File: src/rtl/uart_tx_arb_if.sv
// Bundles the requester-side byte streams and the UART core handshake of uart_tx_arb.
interface uart_tx_arb_if #(
  parameter int unsigned NREQ = 4
);
  logic [NREQ-1:0]   req_valid;
  logic [8*NREQ-1:0] req_data;
  logic [NREQ-1:0]   req_last;
  logic [2*NREQ-1:0] req_parity;
  logic [2*NREQ-1:0] req_stop;
  logic [NREQ-1:0]   req_ready;
  logic [7:0]        tx_data;
  logic              tx_valid;
  logic              tx_ready;
  logic [1:0]        cfg_parity;
  logic [1:0]        cfg_stop_bits;
  logic [NREQ-1:0]   gnt;
  logic              busy;
  logic              lock_abort;

  // Requesters plus UART core: drive byte streams and core ready, observe the arbiter
  modport master (
    output req_valid, req_data, req_last, req_parity, req_stop, tx_ready,
    input  req_ready, tx_data, tx_valid, cfg_parity, cfg_stop_bits, gnt, busy, lock_abort
  );

  // Arbiter side
  modport slave (
    input  req_valid, req_data, req_last, req_parity, req_stop, tx_ready,
    output req_ready, tx_data, tx_valid, cfg_parity, cfg_stop_bits, gnt, busy, lock_abort
  );
endinterface

File: src/rtl/uart_tx_arb.sv
// Round-robin arbiter/sequencer sharing one UART TX core among NREQ byte streams.
// Captures one byte per grant, hands it to the core and holds the winner's
// parity/stop configuration until the next capture.
// Optional packet lock: define UART_TX_ARB_LOCK_EN to keep the grant on one
// requester until its req_last byte, with a LOCK_TIMEOUT escape.
module uart_tx_arb #(
  parameter int unsigned NREQ         = 4,
  parameter int unsigned LOCK_TIMEOUT = 1024
) (
  input logic           clk,
  input logic           rst,
  uart_tx_arb_if.slave  bus
);
  localparam int unsigned PTR_W = (NREQ > 2) ? $clog2(NREQ) : 1;

  typedef enum logic [1:0] {ARB, SEND, BUSY} state_t;

  state_t           state;
  state_t           state_nxt;
  logic [PTR_W-1:0] ptr;
  logic [PTR_W-1:0] win;
  logic [PTR_W-1:0] ptr_nxt;
  logic             found;
  logic             grant;
  logic [NREQ-1:0]  eligible;

  // First eligible requester at or after the rotating pointer
  always_comb begin
    win   = '0;
    found = 1'b0;
    for (int unsigned k = 0; k < NREQ; k++) begin
      if (!found && eligible[(32'(ptr) + k) % NREQ]) begin
        found = 1'b1;
        win   = PTR_W'((32'(ptr) + k) % NREQ);
      end
    end
    ptr_nxt = (32'(win) == NREQ - 1) ? '0 : PTR_W'(32'(win) + 1);
  end

  // Next-state logic; grant only when the core is idle and someone is eligible
  always_comb begin
    state_nxt = state;
    grant     = 1'b0;
    case (state)
      ARB: begin
        if (bus.tx_ready && found) begin
          grant     = 1'b1;
          state_nxt = SEND;
        end
      end
      SEND:    if (bus.tx_ready) state_nxt = BUSY;
      BUSY:    if (bus.tx_ready) state_nxt = ARB;
      default: state_nxt = ARB;
    endcase
  end

  // Single-cycle acknowledge to the winning requester
  always_comb begin
    bus.req_ready = '0;
    if (grant) bus.req_ready[win] = 1'b1;
  end

  // State register with registered handshake/status outputs
  always_ff @(posedge clk) begin
    if (rst) begin
      state        <= ARB;
      bus.tx_valid <= 1'b0;
      bus.busy     <= 1'b0;
    end else begin
      state        <= state_nxt;
      bus.tx_valid <= (state_nxt == SEND);
      bus.busy     <= (state_nxt != ARB);
    end
  end

  // Byte/config capture; cfg stays frozen until the next grant
  always_ff @(posedge clk) begin
    if (rst) begin
      bus.tx_data       <= '0;
      bus.cfg_parity    <= '0;
      bus.cfg_stop_bits <= '0;
      bus.gnt           <= '0;
      ptr               <= '0;
    end else if (grant) begin
      bus.tx_data       <= bus.req_data[int'(win)*8 +: 8];
      bus.cfg_parity    <= bus.req_parity[int'(win)*2 +: 2];
      bus.cfg_stop_bits <= bus.req_stop[int'(win)*2 +: 2];
      bus.gnt           <= NREQ'(1) << win;
      ptr               <= ptr_nxt;
    end
  end

`ifdef UART_TX_ARB_LOCK_EN
  localparam int unsigned CNT_W = $clog2(LOCK_TIMEOUT + 1);

  logic             locked;
  logic [PTR_W-1:0] owner;
  logic [CNT_W-1:0] lock_cnt;
  logic [NREQ-1:0]  owner_mask;
  logic             stall;
  logic             expire;

  // Only the owner competes while its packet is open; idle owner runs the timeout
  always_comb begin
    owner_mask        = '0;
    owner_mask[owner] = 1'b1;
    eligible          = locked ? (bus.req_valid & owner_mask) : bus.req_valid;
    stall             = (state == ARB) && locked && !bus.req_valid[owner];
    expire            = stall && (lock_cnt == CNT_W'(LOCK_TIMEOUT - 1));
  end

  // Lock ownership, idle counter and abort pulse
  always_ff @(posedge clk) begin
    if (rst) begin
      locked         <= 1'b0;
      owner          <= '0;
      lock_cnt       <= '0;
      bus.lock_abort <= 1'b0;
    end else begin
      bus.lock_abort <= 1'b0;
      if (grant) begin
        locked   <= !bus.req_last[win];
        owner    <= win;
        lock_cnt <= '0;
      end else if (expire) begin
        locked         <= 1'b0;
        lock_cnt       <= '0;
        bus.lock_abort <= 1'b1;
      end else if (stall) begin
        lock_cnt <= lock_cnt + 1'b1;
      end
    end
  end
`else
  logic unused_lock;

  // Every byte is arbitrated on its own; packet markers are ignored
  always_comb eligible = bus.req_valid;

  assign bus.lock_abort = 1'b0;
  assign unused_lock    = (^bus.req_last) ^ (LOCK_TIMEOUT == 0);
`endif

endmodule

File: src/flat_wrapper.sv
// flat-port wrapper written by rule: the top's interface ports become plain ports
module uart_tx_arb_flat 
#(
  parameter int unsigned NREQ         = 4,
  parameter int unsigned LOCK_TIMEOUT = 1024
)
  (clk, rst, bus_req_valid, bus_req_data, bus_req_last, bus_req_parity, bus_req_stop, bus_tx_ready, bus_req_ready, bus_tx_data, bus_tx_valid, bus_cfg_parity, bus_cfg_stop_bits, bus_gnt, bus_busy, bus_lock_abort);
  uart_tx_arb_if #(.NREQ(NREQ)) bus_i ();
  input logic clk;
  input logic rst;
  input wire logic [$bits(bus_i.req_valid)-1:0] bus_req_valid;
  input wire logic [$bits(bus_i.req_data)-1:0] bus_req_data;
  input wire logic [$bits(bus_i.req_last)-1:0] bus_req_last;
  input wire logic [$bits(bus_i.req_parity)-1:0] bus_req_parity;
  input wire logic [$bits(bus_i.req_stop)-1:0] bus_req_stop;
  input wire logic [$bits(bus_i.tx_ready)-1:0] bus_tx_ready;
  output wire logic [$bits(bus_i.req_ready)-1:0] bus_req_ready;
  output wire logic [$bits(bus_i.tx_data)-1:0] bus_tx_data;
  output wire logic [$bits(bus_i.tx_valid)-1:0] bus_tx_valid;
  output wire logic [$bits(bus_i.cfg_parity)-1:0] bus_cfg_parity;
  output wire logic [$bits(bus_i.cfg_stop_bits)-1:0] bus_cfg_stop_bits;
  output wire logic [$bits(bus_i.gnt)-1:0] bus_gnt;
  output wire logic [$bits(bus_i.busy)-1:0] bus_busy;
  output wire logic [$bits(bus_i.lock_abort)-1:0] bus_lock_abort;
  assign bus_i.req_valid = bus_req_valid;
  assign bus_i.req_data = bus_req_data;
  assign bus_i.req_last = bus_req_last;
  assign bus_i.req_parity = bus_req_parity;
  assign bus_i.req_stop = bus_req_stop;
  assign bus_i.tx_ready = bus_tx_ready;
  assign bus_req_ready = bus_i.req_ready;
  assign bus_tx_data = bus_i.tx_data;
  assign bus_tx_valid = bus_i.tx_valid;
  assign bus_cfg_parity = bus_i.cfg_parity;
  assign bus_cfg_stop_bits = bus_i.cfg_stop_bits;
  assign bus_gnt = bus_i.gnt;
  assign bus_busy = bus_i.busy;
  assign bus_lock_abort = bus_i.lock_abort;
  uart_tx_arb #(.NREQ(NREQ), .LOCK_TIMEOUT(LOCK_TIMEOUT)) u_core (.clk(clk), .rst(rst), .bus(bus_i));
endmodule
File: config.mk
export PLATFORM = sky130hd
export DESIGN_NAME = uart_tx_arb_flat
export DESIGN_NICKNAME = d
export VERILOG_FILES = /design/src/rtl/uart_tx_arb_if.sv /design/src/rtl/uart_tx_arb.sv /design/src/flat_wrapper.sv
export SDC_FILE = /design/constraint.sdc
export NUM_CORES = 1
export LEC_CHECK = 0
export BUFFER_PORTS_ARGS = -buffer_cell sky130_fd_sc_hd__buf_2
export CAP_MARGIN = 20
export CORE_ASPECT_RATIO = 1.75
export CORE_UTILIZATION = 39
export DETAILED_ROUTE_END_ITERATION = 7
export GPL_ROUTABILITY_DRIVEN = 0
export PLACE_DENSITY = 0.76
export SLEW_MARGIN = 20
export SYNTH_ARGS = -nofsm -noshare
export SYNTH_HDL_FRONTEND = slang
export SYNTH_SLANG_ARGS = --single-unit
File: constraint.sdc
create_clock -name clk -period 1.7 [get_ports clk]
set_clock_uncertainty 0.15 [all_clocks]
set_input_delay 0 -clock clk [delete_from_list [all_inputs] [get_ports clk]]
set_output_delay 0 -clock clk [all_outputs]
set_load 0.1 [all_outputs]
Word-level counts from Yosys, hierarchy flattened:

Index checks and enable logic that the tools add are counted.

* reductions and logical operators: 10
* equal/unequal tests: 4
* multiplexer cells: 26
* shift-type cells: 4
* magnitude comparators: 6
* add/subtract/negate cells: 4

Operators with widths (count)
* $shiftx 32x6->8: 1
* $mux 2: 8
* $shiftx 8x4->2: 2
* $lt 2x3->1 const B: 5
* $mux 1: 11
* $bmux 1 s2: 4
* $pmux 2 s3: 1
* $logic_and 1x1->1: 5
* $add 2x1->2 const B: 2
* $add 2x2->2 const B: 2
* $eq 2x1->1 const B: 2
* $eq 2x2->1 const B: 2
* $mux 4: 1
* $shl 1x2->4 const A: 1
* $logic_not 1->1: 3
* $demux 1 s2: 1
* $ge 2x1->1 const B: 1
* $logic_not 2->1: 1
* $reduce_bool 2->1: 1

* output and inout bits: 23
* word-level logic and storage cells: 62
* register bits after elaboration: 22
* bits of input ports: 59

Logic depth before layout (Yosys ltp):

* depth in word-level cells: 17
* mapped depth: 9
* mapped depth without buffers: 7

Worst setup path after synthesis:

OpenSTA, ideal clock, no wires.

* path type: reg2out
* start: register u_core.ptr[1]
* end: output bus_req_ready[0]
* cell stages (with the launch flop): 9
* slack: -396 ps
* arrival: 1946 ps
* required time: 1550 ps
* buffers on the path: 2
* path through: dfxtp_1 -> a21oi_1 -> o21a_1 -> o22ai_1 -> buf_4 -> buf_4 -> ha_1 -> nand2_1 -> inv_1

* cells in the longest elaborated chain, start to end: 17
* elaborated cells between the ends (all ways): 34

Ends and longest elaborated chain
* start, declared: line uart_tx_arb.sv:20 `logic [PTR_W-1:0] ptr;`
* start signal, assigned: line uart_tx_arb.sv:89 `ptr <= ptr_nxt;`
* parallel branches: the longest is 16 deep, another holds $lt 2x3->1
* $mux 4 *: line uart_tx_arb.sv:60 `if (grant) bus.req_ready[win] = 1'b1;`
* end, declared: line flat_wrapper.sv:17 `output wire logic [$bits(bus_i.req_ready)-1:0] bus_req_ready;`

Every way passes the cells marked *. The select of a mux whose other input is x is not followed.

Worst setup path in the final report:

* start: register u_core.ptr[1]
* end: output bus_req_ready[1]

Same word-level chain as after synthesis.

==> metrics.log <==
[metrics] status: finished with violations
[metrics] violated checks: setup timing
[metrics] number of detailed-routing iterations run before antenna repair: 5
[metrics] endpoint required time on the critical path: 1550 ps
[metrics] post-CTS clock slew at the launch and capture registers of the worst setup and hold paths: 80 ps
[metrics] origin of the critical flop-to-flop path: u_core.ptr[1]
[metrics] worst hold path class: in2reg
[metrics] warning count from the yosys run: 0
[metrics] Synth Cell Area: 0.00136 sq mm
[metrics] final standard cell count with taps included and fillers excluded: 324
[metrics] largest cells by area after synthesis: sky130_fd_sc_hd__dfxtp_1 32%, sky130_fd_sc_hd__mux2i_1 18%, sky130_fd_sc_hd__o221ai_2 12%
[metrics] die span in y: 80.1 microns
[metrics] Multi-input gate area: 971 sq um
[metrics] post-synthesis area per instance: 10.0 sq um
[metrics] DIE AREA: 0.00374 sq mm
[metrics] post-detailed-route DRC marker count: 0
[metrics] setup repair after global routing missed its margin: yes
[metrics] leakage: 1.26 nW
[metrics] final setup fails: 18
[metrics] clock buffer depth: 2
[metrics] Buffers on Ports: 76
[metrics] share of the core filled with cells: 80.9%
[metrics] initial antenna violation count: 0
[metrics] half-perimeter wire length after placement: 2.67 mm
[metrics] Min Clock Period, post-route: 1970 ps
[metrics] global-route total usage across every layer: 34.4%
[metrics] portion of the post-synthesis area used by sequential elements: 32.4%
[metrics] initial core utilization: 40.4%
[metrics] internal reg-to-reg setup slack: -240 ps
[metrics] number of synthesized register bits: 22
[metrics] crit-path cells: nand2b_1 > a21oi_2 > nor2_4 > buf_4 > ha_1 > nand2_2 > clkinvlp_4 > buf_12
[metrics] critical path startpoint category: register
[metrics] Max Transition Viols Final: 0
[metrics] logic depth of the worst register-to-register path: 7
[metrics] Root Buffer Master: sky130_fd_sc_hd__clkbuf_8
[metrics] endpoint of the lowest-slack register-to-register path: u_core.bus.tx_data[3]
[metrics] total congestion overflow after global routing: 0
[metrics] CP Data Arrival Time: 1820 ps
[metrics] fraction of synthesized cell area taken by the top area cell type: 32.4%
[metrics] detailed-route wire length per cell: 20.6 microns
[metrics] Hold Path Origin: bus_tx_ready
[metrics] area growth from synthesis to layout: 100%
[metrics] Final Worst Setup Slack: -270 ps
[metrics] maximum net fanout on the critical path: 6
[metrics] overall routed net length: 6.67 mm
[metrics] Least-Margin Pin Slew: 505 ps
[metrics] DRC marker count from the first detailed-route iteration: 115
[metrics] Worst setup EP type: output pin
[metrics] via/cell ratio: 5.47
[metrics] count of placed standard cells including taps: 257
[metrics] final count of hold timing violations: 0
[metrics] Non-Filler Cell Area, Final: 0.00272 sq mm
[metrics] placement row count: 28
[metrics] Seq. cell area: 445 sq um
[metrics] hold path cells: 4
[metrics] Slew HR: 66.3%
[metrics] endpoint of the worst hold-timing path: u_core.bus.tx_valid
[metrics] count of different cell masters after synthesis: 27
[metrics] Slowest-stage cell, CP: sky130_fd_sc_hd__dfxtp_4
[metrics] power density normalized to cell area: 783 mW/mm^2
[metrics] wire length of the first global-routing pass: 9.13 mm
[metrics] count of mapped cells out of synthesis: 136
[metrics] ratio of final minimum period to clock period: 116%
[metrics] Die Span X: 46.6 microns
[metrics] number of inserted filler cells in the final layout: 180
[metrics] latest clock arrival within the worst-skew pair: 270 ps
[metrics] vias in the first global route: 1882
[metrics] upper clock frequency limit: 0.508 GHz
[metrics] Ant. Diodes: 0
[metrics] clock buffers created by TritonCTS: 3
[metrics] maximum number of pins on one net before global-route repair: 25
[metrics] count of max-cap constraint violations: 0
[metrics] fin nets: 343
[metrics] net count after synthesis: 199
[metrics] Vias: 1773
[metrics] I/O Pins: 82
[metrics] CTS H-Tree Depth: 1
[metrics] maximum single-stage delay on the critical path: 370 ps
[metrics] CTS Sinks: 22
[metrics] standard cell area after detailed placement: 0.00195 sq mm
[metrics] TritonCTS clock tree: built
[metrics] count of nets left with antenna violations after detail routing: 0
[metrics] floorplan core area: 0.00336 sq mm
[metrics] crit path kind: reg2out
[metrics] largest area contributor in the synthesized netlist: sky130_fd_sc_hd__dfxtp_1
[metrics] share of post-route cells with drive strength above 1: 53.8%
[metrics] maximum ir drop on the vdd rail: 0.538 mV
[how the worst max path moves through the flow]
stage | start | endpoint | slack, ps | depth (start not counted)
detailed placement | u_core.ptr[1] | u_core.bus.tx_data[7] | -90 | 6
global placement | u_core.ptr[1] | u_core.bus.tx_data[7] | -60 | 6
finish | u_core.ptr[1] | bus_req_ready[1] | -270 | 8
CTS | u_core.ptr[1] | bus_req_ready[2] | -240 | 9
global route | u_core.ptr[1] | bus_req_ready[0] | -330 | 9
floorplan | u_core.ptr[1] | bus_req_ready[2] | -160 | 9
[final cells by class]
| type | instances | area share [%] |
|---|---|---|
| well taps | 45 | 2.07 |
| repair buffers | 148 | 42.5 |
| flip-flops and latches | 22 | 16.4 |
| inverters | 7 | 1.70 |
| clock buffers | 4 | 1.66 |
| multi-input cells | 98 | 35.7 |
[cell usage in the layout (no fill, tap or decap), types with 3 or more instances in the layout]
cell / Yosys / routed
sky130_fd_sc_hd__buf_4: 6 / 15
sky130_fd_sc_hd__dfxtp_1: 22 / 20
sky130_fd_sc_hd__nand2b_1: 3 / 3
sky130_fd_sc_hd__nand3b_1: 12 / 12
sky130_fd_sc_hd__o221ai_2: 11 / 11
sky130_fd_sc_hd__a21oi_1: 10 / 6
sky130_fd_sc_hd__ha_4: 0 / 3
sky130_fd_sc_hd__a21oi_2: 0 / 4
sky130_fd_sc_hd__a211oi_1: 3 / 3
sky130_fd_sc_hd__mux2i_1: 25 / 17
sky130_fd_sc_hd__clkbuf_8: 0 / 3
sky130_fd_sc_hd__buf_12: 0 / 5
sky130_fd_sc_hd__mux2i_2: 0 / 8
sky130_fd_sc_hd__nand2_1: 12 / 8
sky130_fd_sc_hd__or3_4: 2 / 3
sky130_fd_sc_hd__buf_6: 2 / 5
sky130_fd_sc_hd__buf_2: 0 / 72
sky130_fd_sc_hd__dlygate4sd3_1: 0 / 50
sky130_fd_sc_hd__nand2_4: 0 / 3
sky130_fd_sc_hd__nor2_1: 4 / 3
sky130_fd_sc_hd__clkinvlp_4: 0 / 4
[cells in the mapped netlist]
| cell type | number |
|---|---|
| sky130_fd_sc_hd__buf_6 | 2 |
| sky130_fd_sc_hd__or3_4 | 2 |
| sky130_fd_sc_hd__nand3b_1 | 12 |
| sky130_fd_sc_hd__inv_1 | 6 |
| sky130_fd_sc_hd__ha_1 | 4 |
| sky130_fd_sc_hd__clkbuf_1 | 2 |
| sky130_fd_sc_hd__o22ai_1 | 1 |
| sky130_fd_sc_hd__nand2_1 | 12 |
| sky130_fd_sc_hd__a21oi_1 | 10 |
| sky130_fd_sc_hd__nor2_4 | 1 |
| sky130_fd_sc_hd__or2_2 | 1 |
| sky130_fd_sc_hd__a211oi_1 | 3 |
| sky130_fd_sc_hd__nand3b_2 | 1 |
| sky130_fd_sc_hd__or2_4 | 1 |
| sky130_fd_sc_hd__nor3_1 | 1 |
| sky130_fd_sc_hd__dfxtp_1 | 22 |
| sky130_fd_sc_hd__nor2_1 | 4 |
| sky130_fd_sc_hd__inv_2 | 1 |
| sky130_fd_sc_hd__o21a_1 | 1 |
| sky130_fd_sc_hd__o221ai_1 | 1 |
| sky130_fd_sc_hd__o221ai_2 | 11 |
| sky130_fd_sc_hd__mux2i_1 | 25 |
| sky130_fd_sc_hd__conb_1 | 1 |
| sky130_fd_sc_hd__buf_4 | 6 |
| sky130_fd_sc_hd__or4_1 | 1 |
| sky130_fd_sc_hd__o22ai_2 | 1 |
| sky130_fd_sc_hd__nand2b_1 | 3 |
[per-stage QoR]
| stage | setup TNS [ps] | total power, mW | worst slack (ps) | hold slack (ps) |
|---|---|---|---|---|
| after floorplan | -1580 | 1.30 | -161 | -69.8 |
| after global placement | -678 | 1.51 | -61.7 | 166 |
| after detailed placement | -1100 | 1.52 | -92.4 | 176 |
| after CTS | -3040 | 2.03 | -241 | 14.9 |
| after global routing | -4490 | 2.19 | -328 | 72.8 |
| final | -3500 | 2.13 | -270 | 69.1 |
[state kept, by name (all words and copies together) (netlist names)]
| signal | count |
|---|---|
| u_core.bus.cfg_parity | 2 |
| u_core.state | 2 |
| u_core.ptr | 2 |
| u_core.bus.tx_data | 8 |
| u_core.bus.busy | 1 |
| u_core.bus.tx_valid | 1 |
| u_core.bus.cfg_stop_bits | 2 |
| u_core.bus.gnt | 4 |
[timing repair]
item / 4_1_cts / 5_1_grt
resized for setup: 18 / 8
hold buffers: 50 / 0
hold endpoints to repair: 17 / 0
setup buffers: 8 / 3
endpoints found under the setup margin: 19 / 20
gates cloned: 2 / 0
pin swaps: 10 / 5
[power breakdown]
part | switching [mW] | total [mW] | leakage, nW | internal, mW
registers | 0.0372 | 0.606 | 0.182 | 0.569
logic | 0.742 | 1.18 | 1.05 | 0.441
clock network | 0.173 | 0.340 | 0.0228 | 0.167
total | 0.952 | 2.13 | 1.26 | 1.18
[routing by layer]
layer | vias up | part of all wire (%) | GRT usage, %
met5 | - | 0 | 0
met4 | 0 | 5.6 | 19.1
met3 | 39 | 9.0 | 8.76
met2 | 128 | 50 | 58.1
met1 | 821 | 36 | 36.6
li1 | 785 | - | -
[cell families (layout without fill, tap and decap cells)]
family                   after synthesis  after routing  share of synthesized area [%]
flip-flops                            22             22                           32.4
AND/OR/NAND/NOR                       39             40                           17.8
buffers and inverters                 17            159                           7.45
AO/OA/AOI/OAI                         28             28                           20.1
other                                  1              1                          0.276
multiplexers                          25             25                           18.4
adder cells (fa/ha/maj)                4              4                           3.68
[worst max-delay path: cells and delay by family, from the launching register on]
kind                     cells  cell delay, ps
flip-flops                   1             370
AND/OR/NAND/NOR              3             340
adder cells (fa/ha/maj)      1             180
AO/OA/AOI/OAI                1             220
buffers and inverters        3             430
No activity file was read; power rests on OpenSTA's default activity.
